===== src/rtl/pe.sv =====
// Single-MAC processing element for the 2x2 systolic convolution array.
// One multiply-accumulate per low episode of block; operands forwarded right/down on MAC edges.
module pe (
    input  logic       clk,
    input  logic       rst,
    input  logic [7:0] a,
    input  logic [7:0] b,
    input  logic       block,
    input  logic       db,
    output logic [7:0] val,
    output logic [7:0] a_out,
    output logic [7:0] b_out,
    output logic       c
);

    localparam logic [0:0] S_IDLE = 1'b0;
    localparam logic [0:0] S_DONE = 1'b1;

    logic [0:0] state;
    logic       mac_en;

    // db only tags the lead cell for simulation tracing; the datapath ignores it.
    logic db_unused;
    assign db_unused = db;

    // Only the low byte of the product is accumulated; the sum wraps modulo 256.
    function automatic logic [7:0] mac_wrap(input logic [7:0] acc,
                                            input logic [7:0] x,
                                            input logic [7:0] y);
        logic [15:0] prod;
        prod = 16'(x) * 16'(y);
        return acc + prod[7:0];
    endfunction

    assign mac_en = (state == S_IDLE) && !block;
    assign c      = (state == S_DONE);

    always_ff @(posedge clk or negedge rst) begin
        if (!rst) begin
            state <= S_IDLE;
            val   <= 8'd0;
            a_out <= 8'd0;
            b_out <= 8'd0;
        end else begin
            case (state)
                S_IDLE: begin
                    if (mac_en) begin
                        val   <= mac_wrap(val, a, b);
                        a_out <= a;
                        b_out <= b;
                        state <= S_DONE;
                    end
                end
                S_DONE: begin
                    // Stay here while block is low so a long low episode yields one MAC only.
                    if (block) begin
                        state <= S_IDLE;
                    end
                end
                default: state <= S_IDLE;
            endcase
        end
    end

endmodule


===== config.mk =====
export PLATFORM = sky130hd
export DESIGN_NAME = pe
export DESIGN_NICKNAME = d
export VERILOG_FILES = /design/src/rtl/pe.sv
export SDC_FILE = /design/constraint.sdc
export NUM_CORES = 1
export LEC_CHECK = 0
export CAP_MARGIN = 10
export CORE_ASPECT_RATIO = 0.8
export CORE_UTILIZATION = 46
export CTS_CLUSTER_DIAMETER = 50
export DETAILED_ROUTE_END_ITERATION = 12
export PLACE_DENSITY = 0.77
export SLEW_MARGIN = 0
export SYNTH_ARGS = -nofsm -noshare
export SYNTH_HDL_FRONTEND = slang
export SYNTH_SLANG_ARGS = --single-unit

===== constraint.sdc =====
create_clock -name clk -period 3.3 [get_ports clk]
set_input_delay 0.33 -clock clk [delete_from_list [all_inputs] [get_ports clk]]
set_output_delay 0.33 -clock clk [all_outputs]
set_load 0.005 [all_outputs]

# Yosys cells after proc, flatten, opt, wreduce, memory -nomap -nowiden
# Cells that the tools add are included.
dict set report op_classes {
  addsub 1
  mul 1
  div 0
  order_cmp 0
  n_eq_ne 0
  shifts 0
  mux 3
  bitwise_logic 1
  n_reduce_logical 3
}
# operator n
set ops {}
lappend ops {{adder 8 bit} 1}
lappend ops {{multiplier 8 x 8 -> 8 bit} 1}
lappend ops {{two-way mux 1 bit} 2}
lappend ops {{case mux 1 bit (2 select lines)} 1}
lappend ops {{AND reduction 2 bit} 1}
lappend ops {{logical AND 1 bit} 1}
lappend ops {{logical NOT 1 bit} 1}
lappend ops {{inverter 1 bit} 1}
dict set report totals {
  register_bits 25
  latchBits 0
  ram_bits 0
  romBits 0
  out_inout_bits 25
  elab_cells 13
  memories 0
}

# Depth between registers and ports, before layout
dict set report logic_depth {
  word_depth 4
  ltp_mapped 18
  ltp_nobuf 17
}

# Worst setup path before layout
# OpenSTA, ideal clock, no wires.
dict set report synth_timing {
  path_kind {input port to flip-flop}
  from {input b[0]}
  to {register val[7]}
  arrival_ps 3371
  t_required_ps 3173
  setup_slack_ps -198
  stages 14
  path_cell_list {buf_4 -> nand2_1 -> fa_1 -> fa_1 -> inv_1 -> fa_1 -> inv_1 -> fa_1 -> inv_1 -> ha_1 -> a21oi_1 -> xnor2_1 -> xnor2_1 -> o21ai_1}
}
dict set report synth_via {
  elab_chain_cells 2
}
# item line
set synth_lines {}
lappend synth_lines {{from (decl)} 7} ;# input logic [7:0] b,
lappend synth_lines {{multiplier 8 x 8 -> 8 bit} 31} ;# prod = 16'(x) * 16'(y);
lappend synth_lines {{adder 8 bit} 32} ;# return acc + prod[7:0];
lappend synth_lines {{to (signal assigned)} 48} ;# val <= mac_wrap(val, a, b);
lappend synth_lines {{to (decl)} 10} ;# output logic [7:0] val,
# Every way passes these cells.
# A chain may end at the register's enable or synchronous reset.

# Final worst setup path
dict set report layout_timing {
  from {register val[5]}
  to {register val[7]}
}
dict set report layout_via {
  elab_chain_cells 1
}
# item line
set layout_lines {}
lappend layout_lines {{adder 8 bit} 32}
# Every way passes these cells.

==> impl_metrics.json <==
{
  "antenna_found_initial": 0,
  "grt_pass1_wl_mm": 8.23,
  "nNetsFinal": 363,
  "period_needed_ns": 3.44,
  "cts_tree": "built",
  "hold_viol_final": 0,
  "area_growth_pct": 44.9,
  "ir_drop_mv": 0.397,
  "core_area_um2": 4180,
  "grt_setup_unrepaired": "true",
  "crit_slowest_cell": "fa_1",
  "fp.dieW_um": 75.6,
  "cts_sinks": 25,
  "internal-power_w": 0.00136,
  "slew_viol_final": 0,
  "syn_area_um2": 1990,
  "p_leak_nw": 1.48,
  "p_per_area_nw_per_um2": 796,
  "r2r_slack_ns": -0.14,
  "cp-end-kind": "register",
  "violations": "setup timing",
  "drt_iter0_markers": 52,
  "crit_family": "adder cells",
  "die-area_um2": 4600,
  "fin_skew_ns": 0.00479,
  "regToRegStartpoint": "val[5]",
  "hold_buffers": 0,
  "clockBufferDepth": 2,
  "syn-mean-instance-area_um2": 8.70,
  "clock_latency_ns": 0.28,
  "worstReg2RegEnd": "val[7]",
  "ioPinCount": 45,
  "path_class": "reg -> reg",
  "place_inst": 354,
  "worstPathRequired_ns": 3.45,
  "fillers": 321,
  "final_cell_mix": "nand2_1 (82), buf_4 (35), clkdlybuf4s50_1 (31)",
  "cp.arrival_ns": 3.59,
  "relSlewSlack_pct": 39.7,
  "finalPower_w": 0.00230,
  "root_buffer": "clkbuf_8",
  "grt_usage_pct": 25.1,
  "wl_per_cell_um": 13.7,
  "initial_core_util_pct": 47.7,
  "vias": 1701,
  "drc": 0,
  "cts_buffers": 3,
  "max_freq_mhz": 291,
  "p_sw_share_pct": 40.7,
  "max_stage_delay_ns": 0.53,
  "stdcell_count": 364,
  "seq_power_share_pct": 18.7,
  "min_path_type": "in -> async",
  "ant_nets": 0,
  "cp.buffers_inverters": 4,
  "htreeDepth": 1,
  "synth_seq_area_share_pct": 31.4,
  "drv_cap": 0,
  "wirelength_mm": 5.00,
  "io_buffer_count": 43,
  "ys_seq_elements": 25,
  "setup_viol": 3,
  "core.rowCount": 21,
  "outcome": "finished, violations left",
  "viasPerCell": 4.67,
  "place_worst_setup_slack_ns": -0.833,
  "fin_crit_sh_pct": 104,
  "pwr-share-comb_pct": 72.3,
  "yosysWarnings": 0,
  "diodes": 0,
  "gp_congestion": 0.837,
  "drive_above_1_share_pct": 28.0,
  "crit_path_max_fanout": 2,
  "pwr-share-clk_pct": 9.0,
  "grt_pass1_vias": 1657,
  "p_sw_w": 0.000937,
  "grt_max_degree": 26,
  "syn_inst": 229,
  "final_common_cell": "nand2_1",
  "fp.dieH_um": 60.9,
  "fin_hold_ws_ns": 0.403,
  "dp_hpwl_mm": 3.74,
  "reg2reg_depth": 14,
  "grt_overflow": 0,
  "clk_pin_slew_ns": 0.10,
  "path_cells": "inv_1 > fa_1 > inv_1 > fa_1 > ha_1 > inv_1 > fa_1 > inv_2 > ha_4 > a21o_1 > a21oi_4 > xnor2_2 > xnor2_1 > o21ai_1",
  "synthesis.nets": 284,
  "worstMarginPinSlew_ns": 0.905,
  "synth.distinct_cells": 19,
  "setup_ws_ns": -0.140,
  "cp-start-kind": "register",
  "first_pass_iters": 4
}
==> layout make-up <==
| type | instances | area, um^2 | area share (%) |
|---|---|---|---|
| clock buffers | 3 | 41.3 | 1.43 |
| well taps | 57 | 71.3 | 2.47 |
| clock inverters | 1 | 8.76 | 0.303 |
| repair buffers | 80 | 698 | 24.2 |
| multi-input cells | 162 | 1310 | 45.3 |
| inverters | 36 | 135 | 4.68 |
| flip-flops and latches | 25 | 626 | 21.7 |
==> routing by layer <==
metal	global-route usage, %	up-vias	wire length [um]
met5	0	-	0
met4	3.97	0	47
met3	4.15	6	223
met2	38.9	42	2340
met1	37.8	826	2390
li1	-	827	-
==> power by group through the flow <==
stage	clock network [W]	registers (W)	logic [W]
after detailed placement	0	0.000430	0.00142
after global placement	0	0.000430	0.00136
after floorplan	0	0.000436	0.000899
final	0.000208	0.000430	0.00166
after CTS	0.000211	0.000430	0.00158
after global routing	0.000225	0.000439	0.00185
==> repair_timing <==
action                                 in CTS  in global routing
setup endpoints to repair                   4                  3
cloned                                      0                  0
pin swaps                                  23                  9
resized for setup                          41                  9
endpoints found under the hold margin       0                  0
setup buffers                               2                  4
==> synth_stat cells <==
| cell | n | area (um^2) |
|---|---|---|
| a21o_1 | 2 | 15.0 |
| a21oi_1 | 2 | 10.0 |
| and2_1 | 5 | 31.3 |
| and2_2 | 6 | 45.0 |
| buf_4 | 1 | 7.51 |
| clkbuf_1 | 5 | 18.8 |
| dfrtp_1 | 25 | 626 |
| fa_1 | 18 | 360 |
| ha_1 | 17 | 213 |
| inv_1 | 36 | 135 |
| nand2_1 | 85 | 319 |
| nand2_2 | 2 | 12.5 |
| nor2_1 | 1 | 3.75 |
| o21ai_0 | 1 | 5.00 |
| o21ai_1 | 4 | 20.0 |
| or2_1 | 1 | 6.26 |
| xnor2_1 | 14 | 123 |
| xnor2_2 | 1 | 16.3 |
| xor2_1 | 3 | 26.3 |
==> per-stage QoR <==
step	util [%]	setup TNS [ns]	instance area [um^2]
detailed placement	65.7	-2.44	2750
floorplan	-	-0.0200	2040
global route	69.2	-0.693	2890
CTS	68.0	-0.200	2840
global placement	65.7	-2.31	2750
finish	69.2	-0.237	2890
==> kinds of logic after synthesis <==
family	synth area share (%)
xor gates and xnor gates	8.29
and+or+nand+nor	21.0
buffers and inverters	8.10
DFF	31.4
AOI/OAI and AO/OA	2.51
adders and majority gates	28.8
==> how the worst max path moves through the flow <==
| stage | start | endpoint | slack (ns) | cells past startpoint |
|---|---|---|---|---|
| after floorplan | b[0] | val[7] | -0.02 | 15 |
| after global placement | a[2] | val[7] | -0.79 | 15 |
| after detailed placement | a[2] | val[7] | -0.83 | 15 |
| after CTS | val[3] | val[7] | -0.19 | 17 |
| after global routing | val[5] | val[7] | -0.33 | 14 |
| final | val[5] | val[7] | -0.14 | 14 |
==> registers in the layout (all words and copies together) (netlist names) <==
register  count
c             1
a_out         8
b_out         8
val           8
(Power assumes the default switching activity.)
